[config.mk]
export PLATFORM = sky130hd
export DESIGN_NAME = fifo_rd_sched
export DESIGN_NICKNAME = d
export VERILOG_FILES = /design/src/rtl/fifo_rd_sched.sv
export SDC_FILE = /design/constraint.sdc
export NUM_CORES = 1
export LEC_CHECK = 0
export CORE_ASPECT_RATIO = 1.2
export CORE_MARGIN = 3
export CORE_UTILIZATION = 41
export DETAILED_ROUTE_END_ITERATION = 6
export PLACE_DENSITY = 0.82
export SLEW_MARGIN = 40
export SYNTH_ARGS = -nofsm -noshare
export SYNTH_HDL_FRONTEND = slang
export SYNTH_SLANG_ARGS = --single-unit
export TNS_END_PERCENT = 10
[constraint.sdc]
create_clock -name rclk -period 2.95 [get_ports rclk]
set_clock_uncertainty 0.05 [all_clocks]
set_input_delay 0.295 -clock rclk [delete_from_list [all_inputs] [get_ports rclk]]
set_output_delay 0.295 -clock rclk [all_outputs]
set_load 0.05 [all_outputs]
[src/rtl/fifo_rd_sched.sv]
// fifo_rd_sched
//   Read-side controller of the async FIFO, clocked by rclk. Arbitrates the
//   single FIFO read port among NREQ consumers (round-robin), owns the read
//   pointer (binary + Gray), the memory read address and the registered empty
//   flag. The pop is zero-latency: the word at raddr belongs to the requester
//   whose gnt bit is high in the same cycle.
//
//   Optional feature: define RD_BURST_EN to let a granted requester keep the
//   grant for up to MAXBURST consecutive pops while its req stays high.
//
// Ports
//   rclk      in   read-domain clock
//   rrst_n    in   synchronous active-low reset
//   rq2_wptr  in   Gray write pointer, already synchronized into rclk
//   req       in   per-requester read request (level)
//   gnt       out  one-hot grant, combinational; a word is popped this cycle
//   rinc      out  read strobe (|gnt)
//   raddr     out  memory read address
//   rptr      out  registered Gray read pointer, to the write-domain sync
//   rempty    out  registered empty flag
module fifo_rd_sched #(
  parameter int ADDRSIZE = 4,
  parameter int NREQ     = 4,
  parameter int MAXBURST = 4
) (
  input  logic                rclk,
  input  logic                rrst_n,
  input  logic [ADDRSIZE:0]   rq2_wptr,
  input  logic [NREQ-1:0]     req,
  output logic [NREQ-1:0]     gnt,
  output logic                rinc,
  output logic [ADDRSIZE-1:0] raddr,
  output logic [ADDRSIZE:0]   rptr,
  output logic                rempty
);

  localparam int IW = (NREQ > 1) ? $clog2(NREQ) : 1;

  if (NREQ < 2 || NREQ > 8) begin : g_chk_nreq
    $error("fifo_rd_sched: NREQ must be 2..8");
  end
  if (MAXBURST < 1 || MAXBURST > 15) begin : g_chk_burst
    $error("fifo_rd_sched: MAXBURST must be 1..15");
  end

  logic [ADDRSIZE:0] rbin_q, rbin_d;
  logic [ADDRSIZE:0] rptr_q, rptr_d;
  logic              rempty_q, rempty_d;
  logic [IW-1:0]     last_q, last_d;

  logic [IW-1:0]     win_idx;
  logic              win_vld;
  logic [IW-1:0]     rot_idx;
  logic              hold;

`ifdef RD_BURST_EN
  localparam int CW = $clog2(MAXBURST + 1);

  // cnt_q counts consecutive pops of the current burst owner (last_q).
  // Zero means no burst is open (after reset), so the reset value of last_q
  // never grants a burst to requester NREQ-1. A pop won through rotation
  // opens a new burst with a count of one.
  logic [CW-1:0] cnt_q, cnt_d;

  assign hold = (cnt_q != '0) && (cnt_q < CW'(MAXBURST)) && req[last_q];
`else
  assign hold = 1'b0;
`endif

  // Round-robin search starting at last+1. Scanning from the far end down
  // lets the closest asserted request overwrite the others.
  always_comb begin
    win_idx = '0;
    win_vld = 1'b0;
    rot_idx = '0;
    for (int k = NREQ - 1; k >= 0; k--) begin
      rot_idx = IW'((int'(last_q) + 1 + k) % NREQ);
      if (req[rot_idx]) begin
        win_idx = rot_idx;
        win_vld = 1'b1;
      end
    end
    if (hold) begin
      win_idx = last_q;
      win_vld = 1'b1;
    end
  end

  assign gnt  = (win_vld && !rempty_q) ? (NREQ'(1) << win_idx) : '0;
  assign rinc = |gnt;

  always_comb begin
    rbin_d   = rbin_q + {{ADDRSIZE{1'b0}}, rinc};
    rptr_d   = rbin_d ^ (rbin_d >> 1);
    // Compare the next Gray pointer so the final pop raises rempty on the
    // very edge that consumes the word; no grant can follow it.
    rempty_d = (rptr_d == rq2_wptr);
    last_d   = rinc ? win_idx : last_q;
  end

`ifdef RD_BURST_EN
  always_comb begin
    cnt_d = cnt_q;
    if (rinc) begin
      cnt_d = hold ? (cnt_q + CW'(1)) : CW'(1);
    end
  end
`endif

  always_ff @(posedge rclk) begin
    if (!rrst_n) begin
      rbin_q   <= '0;
      rptr_q   <= '0;
      rempty_q <= 1'b1;
      last_q   <= IW'(NREQ - 1);
`ifdef RD_BURST_EN
      cnt_q    <= '0;
`endif
    end else begin
      rbin_q   <= rbin_d;
      rptr_q   <= rptr_d;
      rempty_q <= rempty_d;
      last_q   <= last_d;
`ifdef RD_BURST_EN
      cnt_q    <= cnt_d;
`endif
    end
  end

  assign raddr  = rbin_q[ADDRSIZE-1:0];
  assign rptr   = rptr_q;
  assign rempty = rempty_q;

endmodule

-- After elaboration in Yosys (flattened, before gate mapping)
Cells that the tools add are included.
- reduce and logical (&&, ||, !) cells: 3
- multipliers: 0
- equal/unequal tests: 1
- mux-type cells: 17
- divide/modulo/power cells: 0
- bitwise gates (word level): 1
- order comparisons: 4
- $add $sub $neg: 5
- shift operators: 1
- operators by type and width (operator ; count):
    2-bit by 3-bit less-than comparator with 1-bit output, second input constant ; 4
    1-bit binary-select mux with 2-bit select ; 4
    1-bit 2-to-1 mux ; 8
    2-bit 2-to-1 mux ; 4
    5-bit by 1-bit adder with 5-bit output ; 1
    5-bit == test ; 1
    5-bit by 4-bit XOR with 5-bit output ; 1
    2-bit by 1-bit adder with 2-bit output, second input constant ; 2
    2-bit adder, second input constant ; 2
    4-bit 2-to-1 mux ; 1
    4-bit OR reduction ; 1
    1-bit by 2-bit left shift with 4-bit output, first input constant ; 1
    1-bit logical AND ; 1
    1-bit zero test ; 1
- memory bits (read-only): 0
- memory bits (writable): 0
- bits in latches: 0
- input port bits: 11
- register bits after elaboration: 13
- logic and storage cells: 36
- memories kept: 0

-- Depth between registers and ports, before layout
- word-level depth: 14
- gate-level depth with buffers: 9

-- Least setup slack after synthesis
No wires, ideal clock.
- path kind: flip-flop to flip-flop
- start point: register rempty_q, in the netlist rempty
- end point: register rempty_q, in the netlist rempty
- cell stages (with the launch flop): 9
- path buffers: 0
- library setup time: 96 ps
- path slack: -279 ps
- data required time: 2804 ps
- arrival: 3084 ps
- cell sequence: dfxtp_1 -> a21oi_1 -> ha_1 -> ha_1 -> nand2b_1 -> o22ai_1 -> a31oi_1 -> xnor3_1 -> o41ai_2
- cells in the longest elaborated chain, start to end: 7
- RTL lines (item ; line ; RTL):
    from (decl) ; 48 ; logic rempty_q, rempty_d;
    from (signal assigned) ; 122 ; rempty_q <= rempty_d;
    1-bit zero test ; 89 ; assign gnt = (win_vld && !rempty_q) ? (NREQ'(1) << win_idx) : '0;
    1-bit logical AND ; 89 ;
    4-bit 2-to-1 mux ; 89 ;
    4-bit OR reduction ; 90 ; assign rinc = |gnt;
    named net rinc ; 31 ; output logic rinc,
    5-bit by 1-bit adder with 5-bit output ; 93 ; rbin_d = rbin_q + {{ADDRSIZE{1'b0}}, rinc};
    5-bit by 4-bit XOR with 5-bit output ; 94 ; rptr_d = rbin_d ^ (rbin_d >> 1);
    5-bit == test ; 97 ; rempty_d = (rptr_d == rq2_wptr);
The timed path passes the listed nets, and every way through them passes these cells.
A chain may end at the register's enable or synchronous reset.

-- Final worst setup path
- start point: input req[3]
- end point: output gnt[2]
- cells in the longest elaborated chain, start to end: 8
- elaborated cells on any way between the ends: 19
- classes of those cells: 1 x shift; 17 x mux; 1 x reduce/logical
- RTL lines (item ; line ; RTL):
    from (decl) ; 29 ; input logic [NREQ-1:0] req,
    1-bit binary-select mux with 2-bit select ; 78 ; if (req[rot_idx]) begin
    1-bit 2-to-1 mux (implied by the code) ; 78 ;
    2-bit 2-to-1 mux / 1-bit 2-to-1 mux (equally long branches) (4 in a row) ; 78 ;
    1-bit by 2-bit left shift with 4-bit output / 1-bit logical AND (equally long branches) ; 89 ;
    4-bit 2-to-1 mux (*) ; 89 ;
    to (decl) ; 30 ; output logic [NREQ-1:0] gnt,
Every way passes the cells marked *; elsewhere a longest branch is shown, timed or not. The select of a mux whose other input is x is not followed.

==> flow_metrics.env <==
export IMPL_run_status="finished clean"
export IMPL_grt_pass1_wl_mm=2.442
export IMPL_synth_cell_type_count=22
export IMPL_synth_cell_area_um2=663.1
export IMPL_row_count=15
export IMPL_timing_setup_tns_ns=0
export IMPL_total_power_mw=0.4730
export IMPL_final_max_slew_violation_count=0
export IMPL_nets=118
export IMPL_worst_setup_path_start_kind="primary input"
export IMPL_cts_resized=0
export IMPL_synth_largest_area_cell="sky130_fd_sc_hd__dfxtp_1"
export IMPL_timing_final_crit_share=0.8697
export IMPL_timing_final_setup_violations=0
export IMPL_synth_area_per_cell_um2=8.842
export IMPL_die_width_um=42.71
export IMPL_worst_slew_margin_rel=0.6590
export IMPL_hold_path_class="flop to flop"
export IMPL_critPathSlowestCell="sky130_fd_sc_hd__clkdlybuf4s50_1"
export IMPL_worst_r2r_dst="rempty$_SDFF_PN1_"
export IMPL_clk_transition_reported_paths_ns=0.08
export IMPL_drt_pass1_iterations=4
export IMPL_layout_min_cycle_time_ns=2.566
export IMPL_remaining_drc_errors=0
export IMPL_cpPeakStageDelay_ns=0.81
export IMPL_setup_worst_path_end="gnt[2]"
export IMPL_hold_viol_final=0
export IMPL_cts_setup_buffers=0
export IMPL_synth_yosys_seq_area_share=0.3623
export IMPL_ant_nets=0
export IMPL_tightestPinTransition_ns=0.5099
export IMPL_detailed_place_hpwl_mm=1.133
export IMPL_post_cts_hold_buffer_count=0
export IMPL_maxClockFrequency_mhz=389.8
export IMPL_synth_area_mux_share=0.01509
export IMPL_worst_setup_slack_after_layout_ns=0.3844
export IMPL_synth_compound_area_share=0.1264
export IMPL_synth_simple_area_share=0.2491
export IMPL_vias=607
export IMPL_grt_start_max_net_pins=13
export IMPL_dpl_worst_slack_ns=0.2286
export IMPL_crit_path_start="req[3]"
export IMPL_cts_sinks=12
export IMPL_avgRoutedWirePerCell_um=11.92
export IMPL_grt_pass1_vias=625
export IMPL_netlist_instances=75
export IMPL_power_ir_vdd_worst_mv=0.2736
export IMPL_area_delta_synth_final_pct=46.79
export IMPL_clock_tree_root_cell="sky130_fd_sc_hd__clkbuf_4"
export IMPL_initial_core_util=0.4473
export IMPL_critical_path_class="primary input to primary output"
export IMPL_critical_path_data_required_time_ns=2.61
export IMPL_tritoncts_clock_tree="yes"
export IMPL_timing_critical_path_max_delay_family="buffers and inverters"
export IMPL_critical_path_buf_inv_count=3
export IMPL_post_drt_via_cell_ratio=5.017
export IMPL_power_static_leakage_nw=0.4126
export IMPL_postLayoutCoreUtil=0.6565
export IMPL_ys_top_cells_by_count="sky130_fd_sc_hd__dfxtp_1, sky130_fd_sc_hd__and2_1, sky130_fd_sc_hd__nand2_1, sky130_fd_sc_hd__xnor2_1, sky130_fd_sc_hd__nor2_1"
export IMPL_worstReg2RegStart="rempty$_SDFF_PN1_"
export IMPL_gr_usage_all_layers=0.1489
export IMPL_synthXorXnorAreaFrac=0.1925
export IMPL_final_layout_size_suffix_gt1_frac=0.08654
export IMPL_grt_antenna_before_repair=0
export IMPL_power_per_cell_area_nw_per_um2=485.9
export IMPL_critical_path_depth=7
export IMPL_dieArea_um2=2138
export IMPL_synth_ff_type="sky130_fd_sc_hd__dfxtp_1"
export IMPL_synthArstFlopShare=0
export IMPL_antennaDiodeCount=0
export IMPL_syn_nets=88
export IMPL_synth_top_cells_by_area="sky130_fd_sc_hd__dfxtp_1, sky130_fd_sc_hd__xnor2_1, sky130_fd_sc_hd__and2_1"
export IMPL_cell_count_after_placement=117
export IMPL_finalWirelength_mm=1.442
export IMPL_synth_top_family_by_area="simple AND/OR/NAND/NOR gates"
export IMPL_gp_congestion=0.7914
export IMPL_cts_htree_levels=1
export IMPL_number_of_violations_of_the_max_capacitance_limit=0
export IMPL_synth_enable_flop_cells=0
export IMPL_die_h_um=50.06
export IMPL_ffs_latches_synth=12
export IMPL_endpoint_arrival_time_on_the_critical_path_ns=2.22
export IMPL_drt_iter0_drc=18
export IMPL_timing_reg2reg_worst_path_depth=8
export IMPL_path_cells="clkdlybuf4s50_1 -> nor2_1 -> a21oi_2 -> buf_4 -> nand2_1 -> nor2_1 -> clkdlybuf4s50_1"
export IMPL_port_buffers=25
export IMPL_core_area_um2=1483
export IMPL_post_route_insts_no_fill=121
export IMPL_clkLatencyLatePin_ns=0.27
export IMPL_synth_most_common_cell="sky130_fd_sc_hd__dfxtp_1"
export IMPL_cts_root_to_sink_buffers=2
export IMPL_synth_largest_type_area_fraction=0.3623
export IMPL_crit_fanout=7
export IMPL_synth_yosys_warnings=0
export IMPL_fillCellCount=132
export IMPL_top_level_ports=26
export IMPL_setup_repair_after_global_routing_missed_its_margin="false"
export IMPL_crit_path_end_kind="primary output"
export IMPL_globalRoute_totalOverflow=0
export IMPL_synth_adder_area_share=0.03774
export IMPL_cts_inserted_buffers=3
export IMPL_worst_r2r_setup_slack_ns=0.83
where the power goes:
group / total (mW) / switching (mW) / leakage [nW] / internal (mW)
clock network: 0.131 / 0.0557 / 0.0210 / 0.0750
logic: 0.160 / 0.0945 / 0.293 / 0.0655
registers: 0.182 / 0.00852 / 0.0984 / 0.174
total: 0.473 / 0.159 / 0.413 / 0.314
state kept, by name, indices dropped and copies added (netlist names):
name    flops
rbin_q      5
rempty      1
last_q      2
rptr        4
logic make-up (layout without fill, tap and decap cells):
group | after synthesis | after routing
AND/OR/NAND/NOR | 32 | 32
XOR/XNOR | 13 | 13
AO/OA/AOI/OAI | 12 | 12
flip-flops | 12 | 12
buffers and inverters | 3 | 32
adder cells (fa/ha/maj) | 2 | 2
multiplexers | 1 | 1
through the flow:
step	area, um^2	hold WS (ns)
3_3_place_gp	937.1	0.4790
2_1_floorplan	666.9	0.3732
6_report	973.4	0.4971
5_1_grt	973.4	0.5418
4_1_cts	973.4	0.4936
3_5_place_dp	937.1	0.4769
cell usage in the layout (no fill, tap or decap):
cell,synthesis,routed
sky130_fd_sc_hd__clkdlybuf4s50_1,0,23
sky130_fd_sc_hd__dfxtp_1,12,12
sky130_fd_sc_hd__and2_1,8,8
sky130_fd_sc_hd__nand2_1,7,7
sky130_fd_sc_hd__xnor2_1,7,7
sky130_fd_sc_hd__nor2_1,6,6
sky130_fd_sc_hd__xor2_1,5,5
sky130_fd_sc_hd__nor2b_1,4,4
sky130_fd_sc_hd__a21oi_1,5,4
sky130_fd_sc_hd__nand2b_1,4,4
sky130_fd_sc_hd__clkbuf_4,0,3
sky130_fd_sc_hd__buf_4,0,3
sky130_fd_sc_hd__inv_1,2,2
sky130_fd_sc_hd__a31oi_1,2,2
sky130_fd_sc_hd__nand3_1,2,2
sky130_fd_sc_hd__ha_1,2,2
sky130_fd_sc_hd__mux2i_1,1,1
sky130_fd_sc_hd__o221ai_1,1,1
sky130_fd_sc_hd__a21oi_2,0,1
sky130_fd_sc_hd__a21o_1,1,1
sky130_fd_sc_hd__and3_1,1,1
sky130_fd_sc_hd__o22ai_1,1,1
sky130_fd_sc_hd__xnor3_1,1,1
sky130_fd_sc_hd__o41ai_2,1,1
sky130_fd_sc_hd__o211ai_1,1,1
sky130_fd_sc_hd__clkbuf_8,0,1
per-layer routing:
metal	wire length, um	share of wire	up-vias	track usage
met3	48	0.033	2	0.01095
met1	605	0.42	280	0.1473
met2	764	0.53	16	0.2775
li1	-	-	309	-
met5	0	0	-	0
met4	23	0.016	0	0.1088
worst min-delay path by stage:
stage	start	to	slack, ns	depth (start not counted)
after floorplan	rrst_n	rbin_q[4]$_SDFF_PN0_	0.37	1
after global placement	last_q[0]$_SDFFE_PN1N_	last_q[0]$_SDFFE_PN1N_	0.48	2
after detailed placement	last_q[0]$_SDFFE_PN1N_	last_q[0]$_SDFFE_PN1N_	0.48	2
after CTS	last_q[0]$_SDFFE_PN1N_	last_q[0]$_SDFFE_PN1N_	0.49	2
after global routing	last_q[0]$_SDFFE_PN1N_	last_q[0]$_SDFFE_PN1N_	0.54	2
final	last_q[0]$_SDFFE_PN1N_	last_q[0]$_SDFFE_PN1N_	0.50	2
cell type report:
type                            instances  area, um^2  area share
Clock buffer                            4       36.28     0.03728
Inverter                                2       7.507    0.007712
Multi-Input combinational cell         60       415.4      0.4267
Sequential cell                        12       240.2      0.2468
Tap cell                               17       21.27     0.02185
Timing Repair Buffer                   26       252.7      0.2596
tightest hold or removal path, cell delays in order, from the launching register on:
cell and delay (ns):
sky130_fd_sc_hd__dfxtp_1 0.33, sky130_fd_sc_hd__inv_1 0.08, sky130_fd_sc_hd__o211ai_1 0.09
(Power assumes the default switching activity.)
==> RTL change 1 (same flow settings) <==
The parameter `NREQ` goes from 4 to 2.
--- a/src/rtl/fifo_rd_sched.sv
+++ b/src/rtl/fifo_rd_sched.sv
@@ -20,7 +20,7 @@
 //   rempty    out  registered empty flag
 module fifo_rd_sched #(
   parameter int ADDRSIZE = 4,
-  parameter int NREQ     = 4,
+  parameter int NREQ     = 2,
   parameter int MAXBURST = 4
 ) (
   input  logic                rclk,
Interface: changed (resized gnt and req); port bits go from 26 to 22. No check against the original RTL was run, so the function may have changed too.
==> RTL change 1 against the original RTL <==
Sequential cell count fell by 1. Critical path depth decreased by 3. Register-to-register slack improved by 0.15 ns. Area after synthesis shrank 15%. Synthesized cell count down 23%. Maximum frequency rose by 12%. Combinational power shrank 33%. Wire length decreased by 23%. Total power shrank 21%. Utilization decreased by 1.8 points. Design area down 16%. Worst setup slack improved by 0.27 ns. Count of clock-buffer cells in the layout did not move. Critical endpoint is now gnt[1].
==> RTL change 1: results (changes against the original RTL) <==
\begin{tabular}{lr}
\hline
Metric & Value \\
\hline
\multicolumn{2}{l}{\textbf{Synth}} \\
Number of nets produced by synthesis & 69 (was 88) \\
Compound-Gate Fraction of Synth Area & 9.978\% (was 12.64\%) \\
Number of unique standard cell types used by synthesis & 21 (was 22) \\
Mux contribution to synthesized area & 0\% (was 1.509\%) \\
Synth top cells by count & 11 x dfxtp\_1, 7 x xnor2\_1, 6 x and2\_1, 6 x xor2\_1, 5 x nor2\_1 (was 12 x dfxtp\_1, 8 x and2\_1, 7 x nand2\_1, 7 x xnor2\_1, 6 x nor2\_1) \\
\multicolumn{2}{l}{\textbf{Critical path}} \\
Data arrival time of the worst path & 1.95 ns (was 2.22 ns) \\
Critical path fanouts, max & 2 (was 7) \\
\multicolumn{2}{l}{\textbf{Global route}} \\
Via count of the first global-routing pass & 417 (was 625) \\
GR Layer Usage met2 & 20.45\% (was 27.75\%) \\
Met1 demand-to-capacity share in global routing & 16.57\% (was 14.73\%) \\
Maximum number of pins on one net before global-route repair & 12 (was 13) \\
GRT Util Overall & 13.86\% (was 14.89\%) \\
Wire length of the first global-routing pass & 1690 um (was 2442 um) \\
\multicolumn{2}{l}{\textbf{Power and ir drop}} \\
Worst-case vdd ir drop & 391.7 uV (was 273.6 uV) \\
\multicolumn{2}{l}{\textbf{Finish}} \\
Layout cell share with drive strength beyond 1 & 9.756\% (was 8.654\%) \\
Final layout net count & 94 (was 118) \\
\multicolumn{2}{l}{\textbf{Detailed routing}} \\
Vias after detailed routing & 452 (was 607) \\
Average routed wire per standard cell & 11.35 um (was 11.92 um) \\
Pre-Repair DR Iteration Count & 2 (was 4) \\
\multicolumn{2}{l}{\textbf{Timing}} \\
Relative slew slack & 66.35\% (was 65.90\%) \\
\multicolumn{2}{l}{\textbf{Status}} \\
Outcome & completed (unchanged) \\
\multicolumn{2}{l}{\textbf{Min path}} \\
Startpoint of the tightest hold check path & last\_q\$\_SDFFE\_PN1N\_ (was last\_q[0]\$\_SDFFE\_PN1N\_) \\
\multicolumn{2}{l}{\textbf{Placement}} \\
Post-placement cell area & 790.8 um\^{}2 (was 937.1 um\^{}2) \\
Placed wire-length estimate after detailed placement & 849.2 um (was 1133 um) \\
Global placer's final weighted congestion & 0.7490 (was 0.7914) \\
\hline
\end{tabular}
-- RTL change 1: cell types whose count changed after synthesis, moves of 2 or more --
cell / delta
a31oi_1: -2
nand2b_1: -4
a21oi_1: -4
nand2_1: -4
and2_1: -2
-- RTL change 1: critical path, cell delays in order --
cell             delay, ns
clkdlybuf4s50_1       0.47
inv_1                 0.05
a211oi_1              0.26
clkdlybuf4s50_1       0.86
-- RTL change 1: cell families after synthesis --
family,after synthesis
adder cells (fa/ha/maj),2
flip-flops,11
buffers and inverters,3
XOR/XNOR,14
AO/OA/AOI/OAI,6
AND/OR/NAND/NOR,22
-- RTL change 1: worst max-delay path by stage --
stage	slack, ns	start	end	cells after the start
after floorplan	0.23	rempty$_SDFF_PN1_	rempty$_SDFF_PN1_	8
after global placement	0.54	req[0]	rempty$_SDFF_PN1_	10
after detailed placement	0.47	req[0]	rempty$_SDFF_PN1_	10
after CTS	0.66	req[1]	gnt[1]	4
after global routing	0.58	req[0]	rempty$_SDFF_PN1_	10
final	0.66	req[1]	gnt[1]	4
-- RTL change 1: power by group --
part	internal [mW]	switching (mW)
combinational	0.0440	0.0631
sequential	0.157	0.00458
clock	0.0524	0.0519
-- RTL change 1: metrics by stage --
step                      worst slack [ns]  instances
final                               0.6579         98
after floorplan                     0.2335         58
after CTS                           0.6630         98
after global placement              0.5446         94
after detailed placement            0.4708         94
after global routing                0.5846         98
-- RTL change 1: cell type report --
| cell class | count | area (um^2) |
|---|---|---|
| Clock buffer | 4 | 26.28 |
| Fill cell | 119 | 461.7 |
| Inverter | 2 | 7.507 |
| Multi-Input combinational cell | 44 | 332.8 |
| Sequential cell | 11 | 220.2 |
| Tap cell | 16 | 20.02 |
| Timing Repair Buffer | 21 | 210.2 |
==> RTL change 2 (same settings) <==
Without the edit above. Make the reset (`rrst_n`) asynchronous in one clocked block. Comments in the files are not updated.
--- a/src/rtl/fifo_rd_sched.sv
+++ b/src/rtl/fifo_rd_sched.sv
@@ -107,7 +107,7 @@
   end
 `endif
 
-  always_ff @(posedge rclk) begin
+  always_ff @(posedge rclk or negedge rrst_n) begin
     if (!rrst_n) begin
       rbin_q   <= '0;
       rptr_q   <= '0;
Formal check against the unedited RTL: differs if rrst_n is asserted again (counterexample within 4 cycles, from zero or initial values and one cycle with rrst_n low); with rrst_n held inactive, the same outputs for 10 cycles.
==> RTL change 2 against the original RTL <==
Critical path depth unchanged. Cell count down 9.9%. Sequential cell count unchanged. Worst setup slack worse by 0.11 ns. Utilization up 1.3 points. Area after synthesis up 2.1%. Wire length down 1.0%. Design area up 3.2%. Worst hold slack worse by 0.18 ns. Sequential share of layout area up 5.6 points. Die area up 1.8%.
Power is not shown: default switching activity piles up to over one toggle a cycle in this logic, so the estimate is an artifact.
==> RTL change 2: results (changes against the original RTL) <==
\begin{tabular}{lr}
\hline
Metric & Value \\
\hline
\multicolumn{2}{l}{\textbf{Status}} \\
Outcome & completed (unchanged) \\
\multicolumn{2}{l}{\textbf{Min path}} \\
Path type of the worst min-delay path & input port to asynchronous set/reset pin (was flip-flop to flip-flop) \\
\multicolumn{2}{l}{\textbf{Synth}} \\
Post-synthesis instance total & 61 (was 75) \\
Synth top cells by count & 9 x dfrtp\_1, 5 x nor2\_1, 5 x xnor2\_1, 5 x xor2\_1 (was 12 x dfxtp\_1, 8 x and2\_1, 7 x nand2\_1, 7 x xnor2\_1, 6 x nor2\_1) \\
Synthesized-area fraction occupied by adder cells & 3.697\% (was 3.774\%) \\
Mux contribution to synthesized area & 1.664\% (was 1.509\%) \\
Async set or reset register ratio after synthesis & 100.0\% (was 0\%) \\
Compound-Gate Fraction of Synth Area & 8.503\% (was 12.64\%) \\
Fraction of the yosys area taken by sequential cells & 44.92\% (was 36.23\%) \\
Top post-synthesis cells by area & dfrtp\_1 33\%, dfstp\_2 12\%, xnor2\_1 6.5\% (was dfxtp\_1 36\%, xnor2\_1 9.2\%, and2\_1 7.5\%) \\
\multicolumn{2}{l}{\textbf{Timing}} \\
Worst-Margin Slew & 0.5716 ns (was 0.5099 ns) \\
Minimum clock period & 2.679 ns (was 2.566 ns) \\
\multicolumn{2}{l}{\textbf{Finish}} \\
Layout cell share with drive strength beyond 1 & 19.57\% (was 8.654\%) \\
Final layout net count & 106 (was 118) \\
Filler cell count in the final layout & 133 (was 132) \\
\multicolumn{2}{l}{\textbf{Global route}} \\
Wire length of the first global-routing pass & 2518 um (was 2442 um) \\
\multicolumn{2}{l}{\textbf{Critical path}} \\
Logic depth of the worst register-to-register path & 7 (was 8) \\
Critical path fanouts, max & 4 (was 7) \\
Data arrival time of the worst path & 2.33 ns (was 2.22 ns) \\
FF-to-FF Start & rempty\$\_DFF\_PN1\_ (was rempty\$\_SDFF\_PN1\_) \\
Worst reg2reg path endpoint & rempty\$\_DFF\_PN1\_ (was rempty\$\_SDFF\_PN1\_) \\
CP endpoint & gnt[0] (was gnt[2]) \\
\multicolumn{2}{l}{\textbf{Detailed routing}} \\
Pre-Repair DR Iteration Count & 3 (was 4) \\
Average routed wire per standard cell & 13.09 um (was 11.92 um) \\
\multicolumn{2}{l}{\textbf{Placement}} \\
Global placer's final weighted congestion & 0.7655 (was 0.7914) \\
\# placed instances & 105 (was 117) \\
Worst setup timing slack at the placement stage & 0.02955 ns (was 0.2286 ns) \\
Placed wire-length estimate after detailed placement & 1201 um (was 1133 um) \\
\hline
\end{tabular}
[RTL change 2: cell count changes in the layout (fill, tap and decap cells not counted), sizes merged, moves of 3 or more]
cell,change
dfstp,+3
and2,-8
a21oi,-5
dfrtp,+9
dfxtp,-12
o21ai,+4
nand2,-4
[RTL change 2: worst register-to-register path, stage by stage, from the launching register on]
cell and delay (ns):
dfstp_2 0.55, nor2_1 0.06, ha_1 0.23, ha_1 0.27, xor2_2 0.28, xor2_1 0.13, or3_1 0.37, a221oi_2 0.24
[RTL change 2: area by class of cell]
type	instances	share of cell area, %
multi-input cells	46	35.99
well taps	17	2.117
clock buffers	4	3.611
flip-flops and latches	12	30.26
repair buffers	27	26.90
inverters	3	1.121
[RTL change 2: worst min-delay path by stage]
stage | start | end | cells past startpoint
2_1_floorplan | rrst_n | rbin_q[0]$_DFF_PN0_ | 0
4_1_cts | rrst_n | rptr[3]$_DFF_PN0_ | 1
3_3_place_gp | last_q[1]$_DFFE_PN1N_ | last_q[1]$_DFFE_PN1N_ | 2
3_5_place_dp | last_q[1]$_DFFE_PN1N_ | last_q[1]$_DFFE_PN1N_ | 2
5_1_grt | rrst_n | rbin_q[3]$_DFF_PN0_ | 1
6_report | rrst_n | rptr[3]$_DFF_PN0_ | 1
[RTL change 2: routing by layer]
metal	routed length, um	share of wire [%]	up-vias	GRT usage [%]
li1	-	-	268	-
met2	773	54	19	26.35
met5	0	0	-	0
met4	12	0.84	0	4.523
met1	547	38	261	18.00
met3	94	6.6	2	3.584
[RTL change 2: metrics by stage]
step | hold slack (ns) | util [%]
2_1_floorplan | -0.05059 | -
3_3_place_gp | 0.4484 | 64.50
3_5_place_dp | 0.4573 | 64.50
4_1_cts | 0.3434 | 66.92
5_1_grt | 0.3562 | 66.92
6_report | 0.3174 | 66.92
